$ cat config.mk
export PLATFORM = sky130hd
export DESIGN_NAME = fpadd_accum_ctrl
export DESIGN_NICKNAME = d
export VERILOG_FILES = /design/src/rtl/fpadd_accum_ctrl_pkg.sv /design/src/rtl/fpadd_accum_fsm.sv /design/src/rtl/fpadd_accum_ctrl.sv
export SDC_FILE = /design/constraint.sdc
export NUM_CORES = 1
export LEC_CHECK = 0
export CAP_MARGIN = 20
export CORE_MARGIN = 2
export CORE_UTILIZATION = 48
export DETAILED_ROUTE_END_ITERATION = 7
export PLACE_DENSITY = 0.85
export SYNTH_ARGS = -nofsm -noshare
export SYNTH_HDL_FRONTEND = slang
export SYNTH_HIERARCHICAL = 1
export SYNTH_SLANG_ARGS = --single-unit
$ cat constraint.sdc
create_clock -name clk -period 12 [get_ports clk]
set_input_delay 2.4 -clock clk [delete_from_list [all_inputs] [get_ports clk]]
set_output_delay 2.4 -clock clk [all_outputs]
set_load 0.01 [all_outputs]
$ cat src/rtl/fpadd_accum_ctrl_pkg.sv
// Shared constants for the floating-point accumulation controller.
// Contents: default word width, controller state encoding, adder op codes.
package fpadd_accum_ctrl_pkg;

  localparam int unsigned FP_WIDTH = 32;

  typedef enum logic [1:0] {
    StIdle = 2'd0,
    StExec = 2'd1,
    StCapt = 2'd2,
    StDone = 2'd3
  } state_e;

  localparam logic OP_ADD = 1'b0;
  localparam logic OP_SUB = 1'b1;

endpackage

$ cat src/rtl/fpadd_accum_fsm.sv
// Sequencing for the accumulation controller: state register, adder latency
// down-counter, first/last element flags and handshake decode.
// Ports:
//   clk, rst          clock, asynchronous active-high reset
//   s_valid, s_last   input element handshake / end-of-vector marker
//   m_ready           consumer accepts the result
//   s_ready           element can be accepted (IDLE only, low during reset)
//   m_valid           result valid (DONE)
//   add_ce            adder clock enable (EXEC only)
//   load_first        first element of a vector is being accepted
//   load_elem         a later element is being accepted; adder operands load
//   capt              adder sum is valid and must be captured
module fpadd_accum_fsm
  import fpadd_accum_ctrl_pkg::*;
#(
  parameter int unsigned LATENCY = 2
) (
  input  logic clk,
  input  logic rst,
  input  logic s_valid,
  input  logic s_last,
  input  logic m_ready,
  output logic s_ready,
  output logic m_valid,
  output logic add_ce,
  output logic load_first,
  output logic load_elem,
  output logic capt
);

  localparam int unsigned LatW = (LATENCY > 1) ? $clog2(LATENCY) : 1;
  localparam logic [LatW-1:0] LatLast = LatW'(LATENCY - 1);

  state_e          state_q, state_d;
  logic [LatW-1:0] cnt_q, cnt_d;
  logic            first_q, first_d;
  logic            last_q, last_d;
  logic            beat;

  always_ff @(posedge clk or posedge rst) begin
    if (rst) begin
      state_q <= StIdle;
      cnt_q   <= '0;
      first_q <= 1'b1;
      last_q  <= 1'b0;
    end else begin
      state_q <= state_d;
      cnt_q   <= cnt_d;
      first_q <= first_d;
      last_q  <= last_d;
    end
  end

  always_comb begin
    state_d    = state_q;
    cnt_d      = cnt_q;
    first_d    = first_q;
    last_d     = last_q;
    s_ready    = 1'b0;
    m_valid    = 1'b0;
    add_ce     = 1'b0;
    load_first = 1'b0;
    load_elem  = 1'b0;
    capt       = 1'b0;
    beat       = 1'b0;
    unique case (state_q)
      StIdle: begin
        s_ready = ~rst;
        beat    = s_valid & ~rst;
        if (beat) begin
          if (first_q) begin
            // First element only seeds the accumulator; no adder pass needed.
            load_first = 1'b1;
            first_d    = 1'b0;
            if (s_last) state_d = StDone;
          end else begin
            load_elem = 1'b1;
            last_d    = s_last;
            cnt_d     = LatLast;
            state_d   = StExec;
          end
        end
      end
      StExec: begin
        add_ce = 1'b1;
        if (cnt_q == '0) state_d = StCapt;
        else             cnt_d   = cnt_q - LatW'(1);
      end
      StCapt: begin
        capt    = 1'b1;
        state_d = last_q ? StDone : StIdle;
      end
      StDone: begin
        m_valid = 1'b1;
        if (m_ready) begin
          first_d = 1'b1;
          state_d = StIdle;
        end
      end
      default: state_d = StIdle;
    endcase
  end

endmodule

$ cat src/rtl/fpadd_accum_ctrl.sv
// Initiator-side controller for a registered floating-point adder. Reduces each
// s_last-delimited vector to one value by serial accumulation (sum, or first
// minus all later elements) and returns the result with its element count.
// Ports:
//   clk, rst                   clock, asynchronous active-high reset
//   s_valid/s_ready/s_data     input element stream, s_last ends a vector,
//   s_last/s_mode              s_mode (0 sum, 1 difference) taken on first beat
//   m_valid/m_ready            result handshake
//   m_data/m_count             reduced value and saturating element count
//   add_a/add_b/add_op/add_ce  adder operand, op and clock-enable drive
//   add_z                      adder registered result
module fpadd_accum_ctrl
  import fpadd_accum_ctrl_pkg::*;
#(
  parameter int unsigned WIDTH   = FP_WIDTH,
  parameter int unsigned LATENCY = 2,
  parameter int unsigned CNT_W   = 16
) (
  input  logic             clk,
  input  logic             rst,
  input  logic             s_valid,
  output logic             s_ready,
  input  logic [WIDTH-1:0] s_data,
  input  logic             s_last,
  input  logic             s_mode,
  output logic             m_valid,
  input  logic             m_ready,
  output logic [WIDTH-1:0] m_data,
  output logic [CNT_W-1:0] m_count,
  output logic [WIDTH-1:0] add_a,
  output logic [WIDTH-1:0] add_b,
  output logic             add_op,
  output logic             add_ce,
  input  logic [WIDTH-1:0] add_z
);

  logic             load_first, load_elem, capt;
  logic [WIDTH-1:0] acc_q, add_a_q, add_b_q;
  logic [CNT_W-1:0] count_q;
  logic             mode_q, add_op_q;

  fpadd_accum_fsm #(
    .LATENCY (LATENCY)
  ) u_fsm (
    .clk        (clk),
    .rst        (rst),
    .s_valid    (s_valid),
    .s_last     (s_last),
    .m_ready    (m_ready),
    .s_ready    (s_ready),
    .m_valid    (m_valid),
    .add_ce     (add_ce),
    .load_first (load_first),
    .load_elem  (load_elem),
    .capt       (capt)
  );

  always_ff @(posedge clk or posedge rst) begin
    if (rst) begin
      acc_q    <= '0;
      mode_q   <= OP_ADD;
      count_q  <= '0;
      add_a_q  <= '0;
      add_b_q  <= '0;
      add_op_q <= OP_ADD;
    end else begin
      if (load_first) begin
        acc_q   <= s_data;
        mode_q  <= s_mode;
        count_q <= CNT_W'(1);
      end else if (load_elem) begin
        add_a_q  <= acc_q;
        add_b_q  <= s_data;
        add_op_q <= mode_q ? OP_SUB : OP_ADD;
        // Count sticks at all-ones; the accumulation itself carries on.
        if (!(&count_q)) count_q <= count_q + CNT_W'(1);
      end else if (capt) begin
        acc_q <= add_z;
      end
    end
  end

  // acc/count are frozen while DONE, so the result stays stable under backpressure.
  assign m_data  = acc_q;
  assign m_count = count_q;
  assign add_a   = add_a_q;
  assign add_b   = add_b_q;
  assign add_op  = add_op_q;

endmodule

==> Implementation_results.wiki, run 1 <==
{| class="wikitable"
! Metric !! Value
|-
| Clk root buf || sky130_fd_sc_hd__clkbuf_8
|-
| Count of buffers added by post-CTS timing repair for setup || 0
|-
| Final number of max-transition violations || 0
|-
| Fraction of the yosys area taken by sequential cells || 57.8%
|-
| Post-Place Cells || 710
|-
| Worst supply voltage drop on vdd || 0.145 mV
|-
| Max cap viols || 0
|-
| Post-synth design cell area || approximately 5200 um^2
|-
| Average detailed-routed wire length per instance || 18.2 um
|-
| Gr usage total || 23.9%
|-
| Shortest period the worst path allows || 6.06 ns
|-
| Power per standard cell area || 271 nW/um^2
|-
| Worst min-delay path class || flip-flop to flip-flop
|-
| First-pass GRT wire length || 21400 um
|-
| Actual transition at the worst max-transition pin || between 0.9 and 1 ns
|-
| Full die area || around 12000 um^2
|-
| Sum of negative setup slack || 0 ns
|-
| IO Count || 186
|-
| Data arrival time of the worst path || 3.66 ns
|-
| Number of antenna violations at the first check in global routing || 0
|-
| Chain of cells forming the critical path || clkdlybuf4s50_1 -> nor3_1 -> clkdlybuf4s50_1
|-
| Endpoint of the lowest-slack register-to-register path || add_a[4]$_DFFE_PP0P_
|-
| Avg Cell Area, Syn || ~13 um^2
|-
| Cell type of the slowest stage on the worst timing path || sky130_fd_sc_hd__clkdlybuf4s50_1
|-
| Violation count after the first detailed-route iteration || roughly 140
|-
| DRC viols || 0
|-
| Unrepaired setup endpoints after global routing || false
|-
| Element type at the critical path end || primary output
|-
| Final Setup Violations || 0
|-
| Async set-or-reset flop fraction in the synthesized netlist || between 90% and 100%
|-
| Clock network latency to the later pin of the worst-skew pair || 0.49 ns
|-
| Internal reg-to-reg setup slack || 9.11 ns
|-
| Mux cell area share after synthesis || 21.0%
|-
| Count of synthesis-stage warnings from yosys || 6
|-
| First-pass iteration count of the detailed router || 4
|-
| Total leakage power || slightly above 0.003 uW
|-
| Maximum number of buffers from clock root to sink || 2
|-
| Critical path's most frequent cell || sky130_fd_sc_hd__clkdlybuf4s50_1
|-
| Share of the synthesized area in compound gates (AO/OA/AOI/OAI) || 7.84%
|-
| Library cell with the largest summed area after synthesis || sky130_fd_sc_hd__dfrtp_1
|-
| Post-synthesis simple-gate area fraction || 9.75%
|-
| Xor and xnor area share after synthesis || 0.170%
|-
| Gpl congestion || around 0.84
|-
| Vias post-DR || 3972
|-
| Number of cells produced by synthesis || 409
|-
| Layout fillers || 706
|-
| CP required || roughly 9.6 ns
|-
| Count of buffering cells on the critical path with inverters included || 2
|-
| CTS clock-pin slew for the worst setup and hold paths || approximately 0.050 ns
|-
| Total clock sinks || 119
|-
| Largest family of logic cells by synthesized area || multiplexers
|-
| Largest net degree at the start of global routing || 82
|-
| Largest fanout of any net on the critical path || 6
|-
| Number of failing hold endpoints at the final stage || 0
|-
| Number of logic stages on the critical path including buffering || 3
|-
| Launching point of the worst reg2reg path || u_fsm/state_q[1]$_DFFE_PP0P_
|-
| Synth Area in Adders || 0.243%
|-
| Proportion of netlist area held by the largest area contributor || 57.3%
|-
| Worst setup path startpoint || rst
|-
| Leading cell type by number of instances after synthesis || sky130_fd_sc_hd__dfrtp_1
|-
| Via count of the first global-routing pass || about 4.2k
|-
| Hold path startpoint || u_fsm/last_q$_DFFE_PP0P_
|-
| Top Family by Delay on Critical Path || buffers and inverters
|-
| Post-synthesis cell type count || between 40 and 50
|-
| Net count after synthesis || 480
|-
| Filler-free cell count of the finished design || around 740
|-
| Min setup slack post-route || 5.94 ns
|-
| Max frequency || 0.165 GHz
|-
| Antenna viol nets, final || 0
|-
| Initial core utilization || 49.7%
|-
| Slowest stage delay, CP || 0.56 ns
|-
| Count of antenna diodes in the layout || 0
|-
| Floorplan die width || around 110 um
|-
| Number of rows in the core area || 37
|-
| Portion of the clock cycle consumed by the worst path in the final layout || between 50% and 60%
|-
| Count of input and output buffers || 185
|-
| Ranking of synthesized cells by area || sky130_fd_sc_hd__dfrtp_1, sky130_fd_sc_hd__mux2_2, sky130_fd_sc_hd__mux2i_1
|-
| Routed Wire Length || between 10000 and 15000 um
|-
| Height of the die || 108 um
|-
| Grt total ovfl || 0
|-
| Post-CTS Resized || 0
|-
| Worst hold margin || 0.496 ns
|-
| Headroom to the max-slew limit || a little over a third
|-
| Commonest cells in the netlist || sky130_fd_sc_hd__dfrtp_1, sky130_fd_sc_hd__mux2_2, sky130_fd_sc_hd__nand2_1, sky130_fd_sc_hd__o21ai_0, sky130_fd_sc_hd__mux2i_1
|-
| Primary flip-flop cell chosen by synthesis mapping || sky130_fd_sc_hd__dfrtp_1
|-
| Clock tree from TritonCTS || yes
|-
| Flip-flop and latch count after synthesis || 119
|-
| Synth-to-layout area growth || 49.9%
|-
| Startpoint type of the worst setup path || input pin
|-
| Hold buffers post-CTS || 0
|-
| Crit path kind || input pin to primary output
|-
| H-tree depth reported by CTS || 4
|-
| Number of cells on the worst reg-to-reg path || 4
|-
| Floorplan core area || 10400 um^2
|-
| Placed wire-length estimate || roughly 9400 um
|-
| Number of vias per cell after detailed routing || 5.36
|-
| Timing endpoint of the critical path || s_ready
|-
| Number of enable-type register cells in the synthesized netlist || 0
|-
| Nets || 665
|-
| Share of cells above drive strength 1 || 19.7%
|-
| Result of the run || completed
|-
| Post-route core utilization || about 75%
|-
| Worst clock skew on the final layout || 0.00794 ns
|-
| Worst slack at placement || 5.93 ns
|-
| Clock buffers created by TritonCTS || 17
|}
cell families (layout without fill, tap and decap cells):
logic type / Yosys count / after routing
muxes: 100 / 100
DFF: 119 / 119
AOI/OAI and AO/OA: 68 / 68
buffers and inverters: 29 / 225
adders and majority gates: 1 / 1
xor gates and xnor gates: 1 / 1
and+or+nand+nor: 91 / 91
per-stage QoR:
| stage | total power, uW | instance area [um^2] |
|---|---|---|
| 2_1_floorplan | 1080 | 5160 |
| 3_3_place_gp | 1520 | 7090 |
| 3_5_place_dp | 1560 | 7090 |
| 4_1_cts | 2110 | 7720 |
| 5_1_grt | 2200 | 7730 |
| 6_report | 2090 | 7730 |
sequential cells by signal, summed over array words and instances (netlist names):
register       flops
add_a             32
add_b             32
m_data            32
m_count           16
u_fsm/state_q      2
add_op             1
mode_q             1
u_fsm/cnt_q        1
u_fsm/first_q      1
u_fsm/last_q       1
layout by cell type (no fill, tap or decap), types with 2 or more instances in the layout:
| cell type | n |
|---|---|
| sky130_fd_sc_hd__clkbuf_16 | 16 |
| sky130_fd_sc_hd__nor2b_1 | 2 |
| sky130_fd_sc_hd__bufinv_16 | 5 |
| sky130_fd_sc_hd__buf_4 | 4 |
| sky130_fd_sc_hd__a21oi_1 | 12 |
| sky130_fd_sc_hd__clkinv_2 | 2 |
| sky130_fd_sc_hd__inv_1 | 4 |
| sky130_fd_sc_hd__mux2i_1 | 33 |
| sky130_fd_sc_hd__clkdlybuf4s50_1 | 185 |
| sky130_fd_sc_hd__or3_2 | 6 |
| sky130_fd_sc_hd__nand3_1 | 5 |
| sky130_fd_sc_hd__o21ai_1 | 6 |
| sky130_fd_sc_hd__clkbuf_8 | 4 |
| sky130_fd_sc_hd__nand2b_1 | 2 |
| sky130_fd_sc_hd__nor2_1 | 5 |
| sky130_fd_sc_hd__nand4_1 | 5 |
| sky130_fd_sc_hd__mux2_2 | 66 |
| sky130_fd_sc_hd__and3_1 | 3 |
| sky130_fd_sc_hd__and4_1 | 2 |
| sky130_fd_sc_hd__clkbuf_1 | 2 |
| sky130_fd_sc_hd__or4_1 | 6 |
| sky130_fd_sc_hd__and2_1 | 2 |
| sky130_fd_sc_hd__o31ai_1 | 8 |
| sky130_fd_sc_hd__nor2b_4 | 2 |
| sky130_fd_sc_hd__a21oi_2 | 4 |
| sky130_fd_sc_hd__o21ai_0 | 34 |
| sky130_fd_sc_hd__nand2_1 | 42 |
| sky130_fd_sc_hd__dfrtp_1 | 118 |
area by class of cell:
class                      count  area, um^2  share of cell area, %
clock inverter                 8         169                   2.19
timing repair buffer         190        1890                   24.5
sequential                   119        2980                   38.5
clock buffer                  22         463                   5.99
multi-input combinational    261        2030                   26.3
tap                          136         170                   2.20
inverter                       5        21.3                  0.275
power breakdown:
group          leakage, uW  internal, uW  switching [uW]
Sequential         0.00145           588             136
Clock             0.000311           373             168
Combinational      0.00136           497             331
routing by layer:
metal,GRT usage (%),part of all wire [%],vias up
li1,-,-,1834
met1,28.1,38,1969
met2,41.6,53,147
met3,6.30,6.5,22
met4,9.34,2.2,0
met5,0,0,-
how the worst min path moves through the flow:
stage / depth (start not counted) / slack, ns / to
CTS: 1 / 0.50 / u_fsm/last_q$_DFFE_PP0P_
global route: 1 / 0.52 / add_a[24]$_DFFE_PP0P_
global placement: 1 / 0.48 / u_fsm/last_q$_DFFE_PP0P_
finish: 1 / 0.50 / u_fsm/last_q$_DFFE_PP0P_
floorplan: 1 / 0.46 / u_fsm/last_q$_DFFE_PP0P_
detailed placement: 1 / 0.49 / u_fsm/last_q$_DFFE_PP0P_
Power figures use the tool's default switching activity.
==> run 2, diff against run 1 <==
--- a/config.mk
+++ b/config.mk
@@ -7,9 +7,9 @@
 export LEC_CHECK = 0
 export CAP_MARGIN = 20
 export CORE_MARGIN = 2
-export CORE_UTILIZATION = 48
+export CORE_UTILIZATION = 45
 export DETAILED_ROUTE_END_ITERATION = 7
-export PLACE_DENSITY = 0.85
+export PLACE_DENSITY = 0.8
 export SYNTH_ARGS = -nofsm -noshare
 export SYNTH_HDL_FRONTEND = slang
 export SYNTH_HIERARCHICAL = 1
==> constraint.sdc (replaced) <==
create_clock -name clk -period 6 [get_ports clk]
set_input_delay 1.2 -clock clk [delete_from_list [all_inputs] [get_ports clk]]
set_output_delay 1.2 -clock clk [all_outputs]
set_load 0.01 [all_outputs]
==> Implementation_results.wiki, run 2 (synthesis gave the netlist of run 1 again) <==
{| class="wikitable"
! Metric !! Value
|-
| Worst Hold End || add_a[0]$_DFFE_PP0P_
|-
| Synth-to-layout area growth || 50.5%
|-
| Worst min-delay path class || flip-flop to flip-flop
|-
| Count of antenna diodes in the layout || 0 (unchanged)
|-
| Hold path startpoint || add_a[0]$_DFFE_PP0P_
|-
| Sw Pwr || 1250 uW (+97%)
|-
| Floorplan core area || 11300 um^2 (+9.2%)
|-
| DRC viols || 0 (unchanged)
|-
| Initial core utilization || 45.6% (-4.2 points)
|-
| CTS clock-pin slew for the worst setup and hold paths || 0.05 ns (about the same)
|-
| Routed Wire Length || 13200 um (-1.7%)
|-
| PnR Total Power || 4180 uW (+100%)
|-
| Cell type of the slowest stage on the worst timing path || sky130_fd_sc_hd__clkdlybuf4s50_1
|-
| Net switching share of the total power || 29.9% (-0.41 points)
|-
| Part of the power in combinational logic || 39.5% (about the same)
|-
| Sum of negative setup slack || 0 ns (unchanged)
|-
| Count of buffering cells on the critical path with inverters included || 2 (unchanged)
|-
| Worst clock skew on the final layout || 0.00910 ns (+0.00116 ns)
|-
| Final Setup Violations || 0 (unchanged)
|-
| Nets || 665 (unchanged)
|-
| Endpoint of the lowest-slack register-to-register path || add_b[21]$_DFFE_PP0P_
|-
| Crit path kind || input pin to primary output
|-
| Violation count after the first detailed-route iteration || 160 (+12%)
|-
| Average detailed-routed wire length per instance || 17.7 um (-2.9%)
|-
| Portion of the clock cycle consumed by the worst path in the final layout || 61.2%
|-
| First-pass iteration count of the detailed router || 4 (unchanged)
|-
| Share of cells above drive strength 1 || 19.9% (+0.26 points)
|-
| Slowest stage delay, CP || 0.57 ns (about the same)
|-
| H-tree depth reported by CTS || 4 (unchanged)
|-
| Critical path's most frequent cell || sky130_fd_sc_hd__clkdlybuf4s50_1
|-
| Data arrival time of the worst path || 2.47 ns (-1.19 ns)
|-
| Launching point of the worst reg2reg path || u_fsm/state_q[1]$_DFFE_PP0P_
|-
| Largest net degree at the start of global routing || 81 (-1.2%)
|-
| Unrepaired setup endpoints after global routing || false
|-
| Internal || 2930 uW (+100%)
|-
| Worst supply voltage drop on vdd || 0.353 mV (+140%)
|-
| Total clock sinks || 119 (unchanged)
|-
| Clk root buf || sky130_fd_sc_hd__clkbuf_16
|-
| Post-CTS Resized || 0 (unchanged)
|-
| Number of failing hold endpoints at the final stage || 0 (unchanged)
|-
| Shortest period the worst path allows || 3.67 ns
|-
| Top Family by Delay on Critical Path || buffers and inverters
|-
| Full die area || 12300 um^2 (+6.4%)
|-
| Hold buffers post-CTS || 0 (unchanged)
|-
| Max frequency || 0.273 GHz
|-
| Gr usage total || 22.6% (-1.3 points)
|-
| Total leakage power || 0.00313 uW (+0.26%)
|-
| Gpl congestion || 0.856 (+2.0%)
|-
| Chain of cells forming the critical path || clkdlybuf4s50_1 -> nor3_1 -> clkdlybuf4s50_1
|-
| Count of input and output buffers || 185 (unchanged)
|-
| Number of cells on the worst reg-to-reg path || 4 (unchanged)
|-
| Via count of the first global-routing pass || 4273 (+1.8%)
|-
| Internal reg-to-reg setup slack || 3.43 ns (-5.68 ns)
|-
| Count of buffers added by post-CTS timing repair for setup || 0 (unchanged)
|-
| Headroom to the max-slew limit || 38.4% (+2.6 points)
|-
| Grt total ovfl || 0 (unchanged)
|-
| Number of rows in the core area || 39 (+5.4%)
|-
| Startpoint type of the worst setup path || input pin
|-
| Layout fillers || 843 (+19%)
|-
| Floorplan die width || 111 um (+3.2%)
|-
| Placed wire-length estimate || 9080 um (-3.0%)
|-
| Power per standard cell area || 539 nW/um^2 (+99%)
|-
| Worst hold path depth || 1 (unchanged)
|-
| Final number of max-transition violations || 0 (unchanged)
|-
| Worst slack at placement || 2.14 ns (-3.79 ns)
|-
| Most common library cell in the layout ignoring fill and taps || sky130_fd_sc_hd__clkdlybuf4s50_1
|-
| Height of the die || 111 um (+3.2%)
|-
| Number of antenna violations at the first check in global routing || 0 (unchanged)
|-
| Min setup slack post-route || 2.33 ns (-3.61 ns)
|-
| Antenna viol nets, final || 0 (unchanged)
|-
| Number of vias per cell after detailed routing || 5.33 (-0.60%)
|-
| Power share of the clock group || 26.1% (+0.3 points)
|-
| Maximum number of buffers from clock root to sink || 2 (unchanged)
|-
| First-pass GRT wire length || 21900 um (+2.4%)
|-
| CP required || 4.80 ns (-4.80 ns)
|-
| Largest fanout of any net on the critical path || 6 (unchanged)
|-
| Element type at the critical path end || primary output
|-
| Result of the run || completed
|-
| Sequential Power Share || 34.4% (-0.2 points)
|-
| Clock buffers created by TritonCTS || 17 (unchanged)
|-
| Vias post-DR || 3996 (+0.60%)
|-
| IO Count || 186 (unchanged)
|-
| Clock tree from TritonCTS || yes
|-
| Max cap viols || 0 (unchanged)
|-
| Commonest cells after routing, fill and taps aside || sky130_fd_sc_hd__clkdlybuf4s50_1, sky130_fd_sc_hd__dfrtp_1, sky130_fd_sc_hd__mux2_2, sky130_fd_sc_hd__nand2_1, sky130_fd_sc_hd__o21ai_0
|-
| Actual transition at the worst max-transition pin || 0.924 ns (-0.0395 ns)
|-
| Clock network latency to the later pin of the worst-skew pair || 0.40 ns (-0.09 ns)
|}
run 2: cell count changes in the layout (fill, tap and decap cells not counted):
cell	delta
sky130_fd_sc_hd__bufinv_16	-1
sky130_fd_sc_hd__clkbuf_16	+1
sky130_fd_sc_hd__clkbuf_8	+2
sky130_fd_sc_hd__clkinvlp_4	+1
sky130_fd_sc_hd__inv_6	-1
run 2: metrics by stage:
stage	util, %	hold WS [ns]	area (um^2)	cells
after global routing	68.5	0.525	7760	750
after detailed placement	62.7	0.494	7100	717
final	68.5	0.501	7760	750
after floorplan	-	0.459	5160	409
after CTS	68.4	0.507	7750	749
after global placement	62.7	0.484	7100	717
run 2: how the worst max path moves through the flow:
stage | startpoint | to | depth (start not counted)
floorplan | rst | add_a[0]$_DFFE_PP0P_ | 1
global placement | rst | add_a[17]$_DFFE_PP0P_ | 6
detailed placement | rst | add_b[21]$_DFFE_PP0P_ | 6
CTS | rst | s_ready | 3
global route | rst | s_ready | 3
finish | rst | s_ready | 3
run 2: cell type report:
class                           instances  area, um^2  share of cell area (%)
Sequential cell                       119        2980                    38.4
Multi-Input combinational cell        261        2030                    26.2
Timing Repair Buffer                  190        1890                    24.4
Clock buffer                           25         515                    6.64
Tap cell                              143         179                    2.31
Clock inverter                          7         138                    1.77
Inverter                                5        21.3                   0.274
run 2: power by group through the flow:
stage / Sequential [uW] / Clock, uW / Combinational [uW]
6_report: 1440 / 1090 / 1650
5_1_grt: 1500 / 1160 / 1770
4_1_cts: 1440 / 1110 / 1670
3_5_place_dp: 1440 / 0 / 1660
3_3_place_gp: 1430 / 0 / 1620
2_1_floorplan: 1550 / 0 / 614
run 2: layer usage:
metal  GRT usage, %  up-vias  routed length, um
met2           37.3      144               6660
met3           7.93       31                887
met4           10.8        0                509
met5              0        -                  0
met1           26.5     1981               5180
li1               -     1840                  -
run 2: worst register-to-register path, delay by kind of cell (launching register included):
| kind | cells | cell delay (ns) |
|---|---|---|
| flops | 1 | 0.53 |
| buf+inv | 1 | 0.65 |
| simple gates | 2 | 0.79 |
| mux | 1 | 0.49 |
